===== src/rtl/traffic_light_monitor_if.sv =====
// Lamp bus between the traffic-light sequencer and its passive monitor.
// The sequencer side (master) drives lamps and clear; the monitor (slave) reports status.
interface traffic_light_monitor_if #(
    parameter int unsigned CNT_W = 8
);
    logic             red;
    logic             amber;
    logic             green;
    logic             clear;
    logic             locked;
    logic [1:0]       phase;
    logic             seq_err;
    logic             bad_pattern;
    logic             timeout;
    logic             err_sticky;
    logic [CNT_W-1:0] cycles;

    modport master (
        output red, amber, green, clear,
        input  locked, phase, seq_err, bad_pattern, timeout, err_sticky, cycles
    );

    modport slave (
        input  red, amber, green, clear,
        output locked, phase, seq_err, bad_pattern, timeout, err_sticky, cycles
    );
endinterface


===== src/rtl/traffic_light_monitor.sv =====
// Passive checker for the UK red/amber/green lamp sequence: flags illegal codes,
// out-of-order transitions and over-long dwell, and counts completed light cycles.
module traffic_light_monitor #(
    parameter int unsigned MAX_DWELL = 16,
    parameter int unsigned CNT_W     = 8
) (
    input logic                     clk,
    input logic                     rst_n,
    traffic_light_monitor_if.slave  lamp_bus
);
    localparam int unsigned DwW = $clog2(MAX_DWELL + 2);

    localparam logic [1:0] PhRed      = 2'd0;
    localparam logic [1:0] PhRedAmber = 2'd1;
    localparam logic [1:0] PhGreen    = 2'd2;
    localparam logic [1:0] PhAmber    = 2'd3;

    logic [2:0]       w_p;
    logic             w_legal;
    logic [1:0]       w_enc;
    logic             w_err;

    logic             r_locked,     w_locked_d;
    logic [1:0]       r_phase,      w_phase_d;
    logic             r_seq_err,    w_seq_err_d;
    logic             r_bad,        w_bad_d;
    logic             r_timeout,    w_timeout_d;
    logic             r_sticky,     w_sticky_d;
    logic [CNT_W-1:0] r_cycles,     w_cycles_d;
    logic [2:0]       r_prev;
    logic [DwW-1:0]   r_dwell,      w_dwell_d;

    assign w_p = {lamp_bus.red, lamp_bus.amber, lamp_bus.green};

    always_comb begin
        w_legal = 1'b1;
        w_enc   = PhRed;
        unique case (w_p)
            3'b100:  w_enc = PhRed;
            3'b110:  w_enc = PhRedAmber;
            3'b001:  w_enc = PhGreen;
            3'b010:  w_enc = PhAmber;
            default: w_legal = 1'b0;
        endcase
    end

    // First matching rule wins; pulses default low every edge.
    always_comb begin
        w_locked_d  = r_locked;
        w_phase_d   = r_phase;
        w_cycles_d  = r_cycles;
        w_dwell_d   = r_dwell;
        w_seq_err_d = 1'b0;
        w_bad_d     = 1'b0;
        w_timeout_d = 1'b0;
        w_err       = 1'b0;

        if (!w_legal) begin
            w_bad_d    = 1'b1;
            w_err      = 1'b1;
            w_locked_d = 1'b0;
            w_dwell_d  = '0;
        end else if (!r_locked) begin
            w_locked_d = 1'b1;
            w_phase_d  = w_enc;
            w_dwell_d  = DwW'(1);
        end else if (w_p == r_prev) begin
            if (r_dwell == DwW'(MAX_DWELL)) begin
                w_timeout_d = 1'b1;
                w_err       = 1'b1;
                w_dwell_d   = DwW'(MAX_DWELL + 1);
            end else if (r_dwell < DwW'(MAX_DWELL)) begin
                w_dwell_d = r_dwell + DwW'(1);
            end
        end else if (w_enc == r_phase + 2'd1) begin
            w_phase_d = w_enc;
            w_dwell_d = DwW'(1);
            if (r_phase == PhAmber) begin
                w_cycles_d = r_cycles + CNT_W'(1);
            end
        end else begin
            w_seq_err_d = 1'b1;
            w_err       = 1'b1;
            w_phase_d   = w_enc;
            w_dwell_d   = DwW'(1);
        end

        // A new error outranks a simultaneous clear.
        if (w_err) begin
            w_sticky_d = 1'b1;
        end else if (lamp_bus.clear) begin
            w_sticky_d = 1'b0;
        end else begin
            w_sticky_d = r_sticky;
        end
    end

    always_ff @(posedge clk or negedge rst_n) begin
        if (!rst_n) begin
            r_locked  <= 1'b0;
            r_phase   <= PhRed;
            r_seq_err <= 1'b0;
            r_bad     <= 1'b0;
            r_timeout <= 1'b0;
            r_sticky  <= 1'b0;
            r_cycles  <= '0;
            r_prev    <= 3'b000;
            r_dwell   <= '0;
        end else begin
            r_locked  <= w_locked_d;
            r_phase   <= w_phase_d;
            r_seq_err <= w_seq_err_d;
            r_bad     <= w_bad_d;
            r_timeout <= w_timeout_d;
            r_sticky  <= w_sticky_d;
            r_cycles  <= w_cycles_d;
            r_prev    <= w_p;
            r_dwell   <= w_dwell_d;
        end
    end

    assign lamp_bus.locked      = r_locked;
    assign lamp_bus.phase       = r_phase;
    assign lamp_bus.seq_err     = r_seq_err;
    assign lamp_bus.bad_pattern = r_bad;
    assign lamp_bus.timeout     = r_timeout;
    assign lamp_bus.err_sticky  = r_sticky;
    assign lamp_bus.cycles      = r_cycles;
endmodule

===== src/flat_wrapper.sv =====
// flat-port wrapper written by rule: the top's interface ports become plain ports
module traffic_light_monitor_flat 
#(
    parameter int unsigned MAX_DWELL = 16,
    parameter int unsigned CNT_W     = 8
)
  (clk, rst_n, lamp_bus_red, lamp_bus_amber, lamp_bus_green, lamp_bus_clear, lamp_bus_locked, lamp_bus_phase, lamp_bus_seq_err, lamp_bus_bad_pattern, lamp_bus_timeout, lamp_bus_err_sticky, lamp_bus_cycles);
  traffic_light_monitor_if #(.CNT_W(CNT_W)) lamp_bus_i ();
  input logic clk;
  input logic rst_n;
  input wire logic [$bits(lamp_bus_i.red)-1:0] lamp_bus_red;
  input wire logic [$bits(lamp_bus_i.amber)-1:0] lamp_bus_amber;
  input wire logic [$bits(lamp_bus_i.green)-1:0] lamp_bus_green;
  input wire logic [$bits(lamp_bus_i.clear)-1:0] lamp_bus_clear;
  output wire logic [$bits(lamp_bus_i.locked)-1:0] lamp_bus_locked;
  output wire logic [$bits(lamp_bus_i.phase)-1:0] lamp_bus_phase;
  output wire logic [$bits(lamp_bus_i.seq_err)-1:0] lamp_bus_seq_err;
  output wire logic [$bits(lamp_bus_i.bad_pattern)-1:0] lamp_bus_bad_pattern;
  output wire logic [$bits(lamp_bus_i.timeout)-1:0] lamp_bus_timeout;
  output wire logic [$bits(lamp_bus_i.err_sticky)-1:0] lamp_bus_err_sticky;
  output wire logic [$bits(lamp_bus_i.cycles)-1:0] lamp_bus_cycles;
  assign lamp_bus_i.red = lamp_bus_red;
  assign lamp_bus_i.amber = lamp_bus_amber;
  assign lamp_bus_i.green = lamp_bus_green;
  assign lamp_bus_i.clear = lamp_bus_clear;
  assign lamp_bus_locked = lamp_bus_i.locked;
  assign lamp_bus_phase = lamp_bus_i.phase;
  assign lamp_bus_seq_err = lamp_bus_i.seq_err;
  assign lamp_bus_bad_pattern = lamp_bus_i.bad_pattern;
  assign lamp_bus_timeout = lamp_bus_i.timeout;
  assign lamp_bus_err_sticky = lamp_bus_i.err_sticky;
  assign lamp_bus_cycles = lamp_bus_i.cycles;
  traffic_light_monitor #(.MAX_DWELL(MAX_DWELL), .CNT_W(CNT_W)) u_core (.clk(clk), .rst_n(rst_n), .lamp_bus(lamp_bus_i));
endmodule

===== config.mk =====
export PLATFORM = sky130hd
export DESIGN_NAME = traffic_light_monitor_flat
export DESIGN_NICKNAME = d
export VERILOG_FILES = /design/src/rtl/traffic_light_monitor_if.sv /design/src/rtl/traffic_light_monitor.sv /design/src/flat_wrapper.sv
export SDC_FILE = /design/constraint.sdc
export NUM_CORES = 1
export LEC_CHECK = 0
export BUFFER_PORTS_ARGS = -buffer_cell sky130_fd_sc_hd__buf_4
export CAP_MARGIN = 25
export CELL_PAD_IN_SITES_DETAIL_PLACEMENT = 2
export CELL_PAD_IN_SITES_GLOBAL_PLACEMENT = 2
export CORE_MARGIN = 3
export CORE_UTILIZATION = 37
export DETAILED_ROUTE_END_ITERATION = 12
export HOLD_SLACK_MARGIN = 0.03
export PLACE_DENSITY_LB_ADDON = 0.15
export RECOVER_POWER = 25
export SYNTH_ARGS = -nofsm -noshare
export SYNTH_HDL_FRONTEND = slang
export SYNTH_SLANG_ARGS = --single-unit

===== constraint.sdc =====
create_clock -name clk -period 4.3 [get_ports clk]
set_input_delay 0.215 -clock clk [delete_from_list [all_inputs] [get_ports clk]]
set_output_delay 0.215 -clock clk [all_outputs]
set_load 0.03 [all_outputs]

==> results by stage, run 1 <==
Run status:
- The run finished with clean final reports.

Pwr:
- The largest vdd supply drop is 0.000189 V.
- The power density over the cells is 373 nW/um^2.
- In this run the static leakage power is 0.625 nW.

Drt:
- The DRC violation total after the first TritonRoute iteration is 24.
- The count of antenna-violating nets left after detailed routing is 0.
- The total via count after detailed routing is 813.
- After detailed routing, the number of remaining DRC violations is 0.
- After detailed routing, the average wire length per cell comes to 15.4 um.
- After detailed routing, the total wire length is 2400 um.
- The first detailed-routing pass ran for 2 iterations.
- After detailed routing, the number of vias per cell comes to 5.21.

Place:
- The half-perimeter wire length after placement is 1820 um.
- In this run, placement finished with an instance count of 151.
- The placed standard-cell area is 1320 sq um.
- Port buffering added 20 buffers.
- The routability congestion estimate is 0.786.

Yosys:
- The prevailing post-synth register cell is dfrtp_1.
- Counting flops with a built-in enable in the synthesized netlist gives 0.
- Synthesis instantiated 36 different standard cells from the library.
- The synthesized area per cell is 11.2 sq um.
- The number of nets in the synthesized netlist is 111.
- The yosys synthesis warning count is 0.
- The cell area that synthesis handed to floorplanning was 1130 sq um.
- In this run, synthesis produced a sequential element count of 23.
- The fraction of registers with async set/reset is 1.00.
- Of the synthesized area, sequential elements account for 0.509.
- The cell count after synthesis is 101.

STA:
- The final clock skew is 0.0137 ns.
- The count of endpoints failing hold in the final timing report came to 0.
- The final period demand of the worst path is 2.03 ns.
- The aggregate negative setup slack is 0 ns.
- The maximum clock frequency is 493 MHz.
- Setup violations remaining at the end of the flow were counted as 0.
- The slew at the pin closest to its max-slew limit is 1.24 ns.
- Headroom to the max-slew limit came out at 0.174.
- Dividing the final minimum period by the clock period gives 0.472.
- Setup repair after global routing left no endpoint under its margin.
- The count of final max-slew check failures is 0.

Worst hold path:
- The worst hold path belongs to the class input pin to flip-flop.
- The worst hold path terminates at u_core.r_prev[1].
- Along the worst hold path, the cell count comes to 1.
- In this run the most critical hold path is launched from lamp_bus_amber.

Cells and area:
- The count of non-filler cells in the finished layout is 156.
- The number of nets in the final layout is 136.
- From synthesis to final layout, the design area changed by 18.1%.
- The utilization of the core after routing is 0.472.
- Of the cells placed in the final design, the portion with a size suffix greater than 1 is 0.232.
- The number of diodes is 0.
- After routing the design area is 1340 sq um.

CTS:
- The number of setup buffers added after CTS is 0.
- In this run the number of H-tree levels came out at 1.
- The longest clock path from root to sink contains 2 buffers.
- The latest clock arrival within the worst-skew pair is 0.31 ns.
- Buffers inserted to repair hold after CTS numbered 1.
- The TritonCTS clock tree is done.
- The quantity of gates resized following cts is 0.
- After clock tree synthesis, the clock-pin slew on the worst setup and hold paths is 0.14 ns.
- The number of buffers created by CTS is 3.
- The number of sinks driven by the clock tree is 23.
- The root buffer cell is clkbuf_4.

Setup path:
- The arrival time at the worst endpoint is 2.23 ns.
- STA puts the critical path data required time at 4.50 ns.
- The worst register-to-register path has a setup slack of 2.27 ns.
- For the worst flop-to-flop path, the logic depth is 6.
- The worst-path maximum fanout is 9.
- The startpoint type of the worst setup path is a flip-flop.
- The worst setup path is captured at a flip-flop.
- The setup path with the least slack is of type flip-flop to flip-flop.
- The beginning of the worst register-to-register path is u_core.lamp_bus.phase[0].
- The worst register-to-register path ends at u_core.lamp_bus.cycles[1].

Run:
- Across the run, the number of max-cap violations was 0.

Global route:
- The via count of the first global-routing pass is 831.
- Entering global routing, the biggest net connects 24 pins.
- The first global-routing pass estimated 4110 um of wire.
- The number of antenna violations at the first check in global routing is 0.
- Across every metal layer, demand over resource in global routing totals 0.148.
- The total global routing overflow is 0.

Floorplan:
- The horizontal die dimension is 61.3 um.
- The floorplan step defined a core boundary enclosing 2830 sq um.
- The floorplan step defined a die boundary enclosing 3760 sq um.
- The initial core utilization is 0.400.
- Measured along the y axis, the die boundary spans 61.3 um.
- The boundary pin count is 21.
- The count of standard-cell rows is 19.
[cells by family (layout without fill, tap and decap cells)]
| kind of cell | count (synthesis) | in the layout | share of synthesized area |
|---|---|---|---|
| simple gates | 36 | 36 | 0.201 |
| flops | 23 | 23 | 0.509 |
| compound gates | 14 | 14 | 0.0841 |
| xor+xnor | 14 | 14 | 0.115 |
| buf+inv | 8 | 32 | 0.0276 |
| fa+ha+maj | 4 | 4 | 0.0442 |
| mux | 2 | 2 | 0.0188 |
[flip-flops by register name, summed over array words and instances, names as in the netlist]
| register | count |
|---|---|
| u_core.lamp_bus.phase | 2 |
| u_core.lamp_bus.timeout | 1 |
| u_core.lamp_bus.locked | 1 |
| u_core.r_dwell | 5 |
| u_core.lamp_bus.seq_err | 1 |
| u_core.lamp_bus.bad_pattern | 1 |
| u_core.lamp_bus.err_sticky | 1 |
| u_core.r_prev | 3 |
| u_core.lamp_bus.cycles | 8 |
[power breakdown]
group	leakage (nW)	switching [W]	internal [W]
Combinational	0.318	0.0000894	0.0000532
Clock	0.0150	0.0000655	0.0000362
Sequential	0.292	0.0000180	0.000235
[layout make-up]
cell class / instances / area [sq um]
timing repair buffer: 21 / 145
sequential: 23 / 576
fill: 297 / 1490
tap: 31 / 38.8
clock buffer: 4 / 26.3
inverter: 7 / 26.3
multi-input combinational: 70 / 524
[metrics by stage]
stage	setup slack [ns]	hold WS, ns	power [W]
floorplan	2.29	-0.0806	0.000349
global placement	2.35	0.126	0.000398
detailed placement	2.29	0.130	0.000405
CTS	2.25	0.0602	0.000509
global route	2.11	0.166	0.000531
finish	2.27	0.156	0.000498
[cells in the mapped netlist, types with 2 or more instances]
master     n  area share
dfrtp_1   23        0.51
nor2_1     9       0.030
xor2_1     7       0.054
inv_1      6       0.020
nand2_1    6       0.020
xnor2_1    6       0.046
ha_1       4       0.044
nand3_1    4       0.018
a21oi_1    3       0.013
o21ai_0    3       0.013
nand2b_1   2       0.011
nor3_1     2      0.0088
nor4_2     2       0.022
o22a_1     2       0.015
[worst max-delay path: stages, from the launching register on]
cell and delay, ns:
dfrtp_1 0.44, ha_1 0.36, or2_1 0.24, a21oi_2 0.16, o21ai_2 0.16, nor2_1 0.22, mux2_1 0.33
[worst max path at each step]
stage / startpoint / to / slack [ns] / cells after the start
finish: u_core.lamp_bus.phase[0] / u_core.lamp_bus.cycles[1] / 2.27 / 6
global route: u_core.lamp_bus.phase[0] / u_core.lamp_bus.cycles[1] / 2.11 / 6
CTS: u_core.lamp_bus.phase[0] / u_core.lamp_bus.cycles[1] / 2.25 / 6
detailed placement: u_core.lamp_bus.phase[0] / u_core.lamp_bus.cycles[1] / 2.29 / 6
global placement: u_core.lamp_bus.phase[0] / u_core.lamp_bus.cycles[1] / 2.35 / 6
floorplan: u_core.lamp_bus.phase[0] / u_core.lamp_bus.cycles[1] / 2.29 / 6
[placed cells by master (no fill, tap or decap), types with 3 or more instances in the layout]
master,instances
a21oi_1,3
dfrtp_1,23
clkbuf_1,5
ha_1,4
xnor2_1,6
nand2_1,6
nor2_1,9
clkbuf_4,3
inv_1,6
xor2_1,7
o21ai_0,3
nand3_1,4
buf_4,16
[routing by layer]
layer	wire, um	global-route usage	vias to the layer above
li1	-	-	395
met1	1150	0.206	404
met2	1180	0.230	12
met3	63	0.0252	2
met4	17	0.0557	0
met5	0	0	-
No activity file was read; power rests on OpenSTA's default activity.
==> inputs of run 2 (changes only) <==
--- a/config.mk
+++ b/config.mk
@@ -5,12 +5,13 @@
 export SDC_FILE = /design/constraint.sdc
 export NUM_CORES = 1
 export LEC_CHECK = 0
+export ABC_AREA = 1
 export BUFFER_PORTS_ARGS = -buffer_cell sky130_fd_sc_hd__buf_4
 export CAP_MARGIN = 25
 export CELL_PAD_IN_SITES_DETAIL_PLACEMENT = 2
 export CELL_PAD_IN_SITES_GLOBAL_PLACEMENT = 2
 export CORE_MARGIN = 3
-export CORE_UTILIZATION = 37
+export CORE_UTILIZATION = 29
 export DETAILED_ROUTE_END_ITERATION = 12
 export HOLD_SLACK_MARGIN = 0.03
 export PLACE_DENSITY_LB_ADDON = 0.15
==> constraint.sdc (replaced) <==
create_clock -name clk -period 1.7 [get_ports clk]
set_input_delay 0.085 -clock clk [delete_from_list [all_inputs] [get_ports clk]]
set_output_delay 0.085 -clock clk [all_outputs]
set_load 0.03 [all_outputs]
==> run 2 against run 1 <==
Synthesized cell count is 80% higher; clock power rose to 3.5 times the previous value; total power rose to 2.7 times the previous value; area after synthesis up 21%; final area is 29% higher; register-to-register slack lost 2.1 ns; clock-buffer cell count shrank 1; global-route usage rose by 1.0 points; die area rose by 49%; worst hold slack got worse by 0.063 ns; critical endpoint unchanged.
==> results by stage, run 2 <==
Setup path:
- The signal on the critical path passes through dlygate4sd3_1, buf_4, inv_2, nand3_2, nand3_4, nand2_2, inv_2, nand3_4, nand2_1, nand2_1.
- The worst-path maximum fanout is 9.
- The startpoint type of the worst setup path is an input pin.
- The required time at the worst-slack endpoint is 1.86 ns.
- The slowest stage of the critical path is the dlygate4sd3_1 cell.
- The critical path class is input pin to flip-flop.
- Counting both buffers and inverters, the worst setup path holds a total of 4.
- In this design, the largest share of critical-path delay is due to buffers and inverters.
- On the worst path, the slowest cell contributes a delay of 0.56 ns.
- The setup slack of the worst register-to-register path is 0.19 ns.
- Data arrives at the worst endpoint at 1.72 ns.
- The worst setup path is captured at a flip-flop.

CTS:
- The root buffer cell is clkbuf_8.
- After clock tree synthesis, the clock-pin slew on the worst setup and hold paths is 0.09 ns.
- The maximum count of clock buffers along a single path is 2.
- The number of buffers created by CTS is 3.
- The TritonCTS clock tree is done.
- At the later pin of the worst-skew pair, clock insertion delay measures 0.27 ns.
- The maximum level of the CTS H-tree is 1.
- The clock drives 23 sinks.

Global route:
- The number of antenna violations at the first check in global routing came to 0.
- Entering global routing, the biggest net connects 24 pins.
- The total global routing overflow is 0.
- The global-route wire length before repair is 6770 um.
- The via count of the first global-routing pass came to 1,445.
- The combined global-route utilization of all metal layers is 0.158.

Drt:
- Wires add up to 3990 um.
- The remaining design rule violation count is 0.
- The total via count after detailed routing is 1,287.
- For this run, the detailed router's first-pass iteration total came to 3.
- The first routing iteration left 37 violations.
- The count of antenna-violating nets left after detailed routing is 0.
- The average vias per placed instance is 4.84.
- After detailed routing, the average wire length per cell comes to 15.0 um.

Floorplan:
- The core region area is 4470 sq um.
- The die covers 5590 sq um.
- The horizontal die dimension is 74.8 um.
- The initial utilization of the core area, before any placement, comes to 0.307.
- Row generation in the floorplan step produced 24 rows.
- The die height is 74.8 um.
- The boundary pin count is 21.

Yosys:
- Among all cell types in the netlist, the one instantiated most often is nand2_1.
- By area the synthesized netlist is led by dfrtp_1 42%, nand2_1 17%, nand3_1 6.2%, inv_1 6.0%, nand4_1 4.1%.
- The fraction of the yosys area taken by sequential cells is 0.419.
- The commonest cells after synthesis are 62 x nand2_1, 23 x dfrtp_1, 22 x inv_1.
- The cell type with the highest aggregate area in the netlist is dfrtp_1.
- Synthesis inferred 23 register bits.
- The count of unique library cells instantiated by Yosys is 21.
- The yosys synthesis warning count is 0.
- Among all flip-flop cells after synthesis, the most frequent one is dfrtp_1.
- In this run, synthesis inferred 0 flip-flops with an integrated enable.
- The number of nets in the synthesized netlist is 192.
- After synthesis, the share of flip-flops with an asynchronous set or reset is 1.00.
- The cell count after synthesis is 182.
- The synthesized area per cell is 7.54 sq um.
- The share of synthesized area in the top cell type comes to 0.419.
- The mapped netlist covers 1370 sq um.

Cells and area:
- Leaving out fill and tap cells, the most frequent cell in the layout is nand2_1.
- In the layout the commonest cells are 62 x nand2_1, 25 x buf_4, 23 x dfrtp_1.
- Of the cells placed in the final design, the portion with a size suffix greater than 1 is 0.248.
- Relative to the synthesized area, the layout overhead comes to 25.2%.
- For this run, the share of the core covered by cells in the final layout is 0.384.
- The number of nets in the final layout is 225.
- The number of diodes is 0.
- The flip-flop count of the largest register after layout is 8.

STA:
- The tightest hold margin is 0.0931 ns.
- The count of final setup violators is 0.
- The final clock skew is 0.00405 ns.
- The count of endpoints failing hold in the final timing report is 0.
- The slew at the pin closest to its max-slew limit is 0.611 ns.
- For this run, the top clock speed supported by timing is 639 MHz.
- In the final timing run, aggregate negative setup slack is 0 ns.
- Subtracting the final worst setup slack from the clock period gives 1.56 ns.
- The worst slew margin relative to its limit is 0.593.
- Setup repair after global routing left no endpoint under its margin.
- The final critical-path share of the clock period is 0.920.
- The count of final max-slew check failures is 0.
- The worst path meets setup with 0.135 ns of slack.

Pwr:
- The internal power component is 0.000886 W.
- The share of total power dissipated in sequential elements is 0.463.
- The leakage power figure is 0.925 nW.
- The power share of the clock group is 0.260.
- The power density over the cells is 788 nW/um^2.
- The switching part of the total is 0.345.
- The proportion of power drawn by combinational gates is 0.276.
- VDD sags by at most 0.000285 V.
- The net switching power is 0.000467 W.

Place:
- Timing analysis after detailed placement gives a worst setup slack of 0.133 ns.
- Routability-driven placement finished with a final weighted congestion of 0.776.
- The half-perimeter wire length after placement is 3060 um.
- Port buffering added 20 buffers.

Worst hold path:
- The worst hold-check path type is input pin to flip-flop.

Run:
- The tool flagged a number of max-cap violations equal to 0.

Run status:
- The flow ran to the end, and the final reports show no timing, DRC or antenna violations.
run 2: cell types whose count changed in the layout (fill, tap and decap cells not counted), sizes merged, moves of 4 or more:
cell,delta
xor2,-5
nand4,+8
inv,+21
nand3,+16
nor2,+5
nand2,+61
xnor2,-4
buf,+9
clkbuf,-4
run 2: logic make-up after synthesis:
kind of cell             Yosys count  synth area share
adder cells (fa/ha/maj)            4            0.0365
AO/OA/AOI/OAI                      7            0.0310
AND/OR/NAND/NOR                  113             0.391
XOR/XNOR                           5            0.0319
buffers and inverters             30            0.0902
flip-flops                        23             0.419
run 2: worst min-delay path: cells and delay by family:
family | cells | cell delay, ns
AO/OA/AOI/OAI | 1 | 0.07
AND/OR/NAND/NOR | 1 | 0.05
buffers and inverters | 2 | 0.13
run 2: area by class of cell:
class,instances,area (sq um)
clock buffer,3,41.3
clock inverter,1,5.00
fill,544,2760
inverter,28,105
multi-input combinational,129,693
sequential,23,576
tap,52,65.1
timing repair buffer,30,233
run 2: timing repair:
item | in CTS | in global routing
hold endpoints to repair | 26 | 0
gates resized for setup | 0 | 4
setup buffers | 0 | 2
endpoints found under the setup margin | 0 | 11
hold buffers | 4 | 0
run 2: per-stage QoR:
stage | instance area, sq um | total power, W | cells
after floorplan | 1370 | 0.000855 | 182
after global placement | 1600 | 0.000973 | 256
after detailed placement | 1600 | 0.000991 | 256
after CTS | 1690 | 0.00136 | 264
after global routing | 1720 | 0.00145 | 266
final | 1720 | 0.00135 | 266
run 2: final timing paths:
path	to	depth (start not counted)	start
min	u_core.lamp_bus.err_sticky	4	lamp_bus_clear
max in group asynchronous	u_core.r_dwell[3]	2	rst_n
max reg2reg	u_core.lamp_bus.cycles[1]	8	u_core.lamp_bus.phase[0]
max	u_core.lamp_bus.cycles[1]	10	lamp_bus_red
min in group asynchronous	u_core.r_prev[2]	2	rst_n
min reg2reg	u_core.lamp_bus.phase[1]	2	u_core.lamp_bus.phase[1]
run 2: layer usage:
layer	share of wire	vias to the layer above	GRT usage
met4	0.0060	0	0.0296
met3	0.022	2	0.0280
met2	0.53	15	0.300
met1	0.44	634	0.186
met5	0	-	0
li1	-	636	-
run 2: power groups by stage:
stage,logic [W],clock network (W),registers (W)
2_1_floorplan,0.000157,0,0.000698
3_3_place_gp,0.000337,0,0.000636
3_5_place_dp,0.000352,0,0.000639
4_1_cts,0.000360,0.000371,0.000629
5_1_grt,0.000420,0.000394,0.000633
6_report,0.000374,0.000352,0.000627
==> inputs of run 3 (changes only) <==
--- a/config.mk
+++ b/config.mk
@@ -11,8 +11,9 @@
 export CELL_PAD_IN_SITES_DETAIL_PLACEMENT = 2
 export CELL_PAD_IN_SITES_GLOBAL_PLACEMENT = 2
 export CORE_MARGIN = 3
-export CORE_UTILIZATION = 29
+export CORE_UTILIZATION = 34
 export DETAILED_ROUTE_END_ITERATION = 12
+export GPL_TIMING_DRIVEN = 0
 export HOLD_SLACK_MARGIN = 0.03
 export PLACE_DENSITY_LB_ADDON = 0.15
 export RECOVER_POWER = 25
==> constraint.sdc (replaced) <==
create_clock -name clk -period 1.85 [get_ports clk]
set_input_delay 0.0925 -clock clk [delete_from_list [all_inputs] [get_ports clk]]
set_output_delay 0.0925 -clock clk [all_outputs]
set_load 0.03 [all_outputs]
==> run 3 against run 2 <==
Via count up 0.93%; register-to-register slack better by 0.09 ns; total power decreased by 8.9%; worst setup slack improved by 0.084 ns.
==> results by stage, run 3 (same netlist as run 2, synthesis figures left out) <==
Setup path:
- The slowest cell on the critical path is dlygate4sd3_1.
- The maximum single-stage delay on the critical path is 0.54 ns.
- The critical path capture point type is a flip-flop.
- In this run the worst path has a maximum fanout of 9.
- The critical path is of the input pin to flip-flop type.
- The required time at the worst-slack endpoint is 2.02 ns.
- The arrival time at the worst endpoint is 1.80 ns.
- Walking the worst path, the cells encountered are dlygate4sd3_1, buf_4, inv_2, nand3_2, nand3_4, nand2_2, inv_2, nand3_2, nand2_1, nand2_1.
- The startpoint type of the worst setup path is an input pin.

Cells and area:
- The combined area of the multi-input logic cells is 677 sq um.
- After the last flow step, the layout net total stands at 221.
- The top cell types in the final layout, fill and taps aside, are 62 x nand2_1, 23 x dfrtp_1, 22 x inv_1.
- The layout-stage area growth over the synthesis result is 21.6%.
- The number of filler cells placed in the layout is 438.
- Across the whole layout, storage elements account for 576 sq um.
- The library cell used most frequently in the layout, excluding fill and tap cells, is nand2_1.
- The flip-flop count of the largest register after layout is 8.
- In the final layout, the share of cells above drive strength 1 is 0.224.
- The number of diodes is 0.

Floorplan:
- In this run the core area contains 22 standard-cell rows.
- For this design the top-level I/O count stands at 21.
- The die outline area is 4840 sq um.
- The horizontal die dimension is 69.5 um.
- The die height is 69.5 um.
- The total area inside the core boundary comes to 3770 sq um.
- For this configuration, the core starts out at a cell density of 0.364.

CTS:
- The number of sinks driven by the clock tree is 23.
- The latest clock arrival within the worst-skew pair is 0.27 ns.
- The maximum level of the CTS H-tree is 1.
- The TritonCTS clock tree is done.
- Buffers added to address setup during post-CTS repair amount to 0.
- Clock-pin slew was measured on the worst setup and hold paths at 0.09 ns.
- The root buffer cell is clkbuf_8.
- The longest clock path from root to sink contains 2 buffers.
- The number of buffers created by CTS is 3.

Global route:
- The first global-routing pass estimated 7000 um of wire.
- For this run, the total global-route usage over all layers was measured as 0.178.
- Global routing finished with a remaining overflow of 0.
- The number of antenna violations at the first check in global routing came to 0.
- Entering global routing, the biggest net connects 24 pins.
- The via count of the first global-routing pass came to 1,461.

Pwr:
- In this run the power density over the cells is 739 nW/um^2.
- The worst-case IR drop observed on VDD is 0.000368 V.
- The leakage power figure is 0.902 nW.

Drt:
- The DRC violation total after the first TritonRoute iteration is 55.
- After detailed routing, the average wire length per cell comes to 15.3 um.
- The routed design has 3950 um of wire.
- For this run, design rule violations remaining after detail routing come to 0.
- The count of antenna-violating nets left after detailed routing is 0.
- The average vias per placed instance is 5.03.
- The total via count after detailed routing is 1,299.
- The number of iterations in the first detailed-routing pass is 4.

STA:
- The worst slew margin relative to its limit is 0.0987.
- The maximum clock frequency is 613 MHz.
- The final setup slack of the worst path is 0.219 ns.
- For the final routed database, the setup TNS stands at 0 ns.
- The final critical-path share of the clock period is 0.882.
- For the finished layout, the period the worst path requires is 1.63 ns.
- The count of final max-slew check failures came to 0.
- The final clock skew is 0.00350 ns.
- The slew at the pin closest to its max-slew limit is 1.35 ns.
- The count of final setup violators is 0.
- Setup repair after global routing left no endpoint under its margin.
- The count of endpoints failing hold in the final timing report came to 0.

Run status:
- The flow ran to the end, and the final reports show no timing, DRC or antenna violations.

Place:
- The half-perimeter wire length after placement is 3020 um.
- The number of I/O port buffers is 20.
- The routability congestion estimate is 0.726.
- The pre-CTS setup slack is 0.150 ns.

Worst hold path:
- The worst hold path belongs to the class input pin to flip-flop.

Run:
- Across the run, the number of max-cap violations was 0.
-- run 3: routing by layer --
metal,wire length [um],vias up,global-route usage
li1,-,622,-
met1,1720,652,0.214
met2,2070,20,0.328
met3,115,5,0.0261
met4,43,0,0.0456
met5,0,-,0
-- run 3: cell type report --
class                           instances  area share
Buffer                                  2      0.0112
Clock buffer                            3      0.0247
Clock inverter                          1     0.00300
Inverter                               28      0.0630
Multi-Input combinational cell        129       0.406
Sequential cell                        23       0.345
Tap cell                               48      0.0360
Timing Repair Buffer                   24       0.112
-- run 3: worst max-delay path: cells and delay by family --
family	cells	cell delay, ns
and+or+nand+nor	6	0.74
buffers and inverters	4	0.96
-- run 3: worst paths after layout --
path,end,slack (ns),start,cells past startpoint
hold reg to reg,u_core.lamp_bus.phase[1],0.54,u_core.lamp_bus.phase[1],2
hold / removal,u_core.lamp_bus.err_sticky,0.13,lamp_bus_clear,4
setup / recovery,u_core.lamp_bus.cycles[1],0.22,lamp_bus_green,10
setup reg to reg,u_core.r_dwell[0],0.28,u_core.r_dwell[0],8
max in group asynchronous,u_core.r_dwell[2],0.41,rst_n,2
min in group asynchronous,u_core.lamp_bus.cycles[3],0.65,rst_n,2
-- run 3: repair_timing --
action	4_1_cts	5_1_grt
gates resized for setup	0	1
setup endpoints to repair	0	3
endpoints found under the hold margin	26	0
hold buffers	4	0
-- run 3: per-stage QoR --
stage | power, W | instance area (sq um) | cells | utilization | hold slack (ns)
after floorplan | 0.000786 | 1370 | 182 | - | -0.203
after global placement | 0.000892 | 1580 | 250 | 0.420 | 0.00880
after detailed placement | 0.000913 | 1580 | 250 | 0.420 | 0.0172
after CTS | 0.00126 | 1670 | 258 | 0.443 | 0.131
after global routing | 0.00131 | 1670 | 258 | 0.443 | 0.126
final | 0.00123 | 1670 | 258 | 0.443 | 0.133
-- run 3: power by group --
group | leakage [nW] | internal [W] | switching [W] | total, W
Combinational | 0.579 | 0.000115 | 0.000209 | 0.000324
Sequential | 0.298 | 0.000538 | 0.0000432 | 0.000581
Clock | 0.0255 | 0.000151 | 0.000177 | 0.000328
Total | 0.902 | 0.000803 | 0.000430 | 0.00123
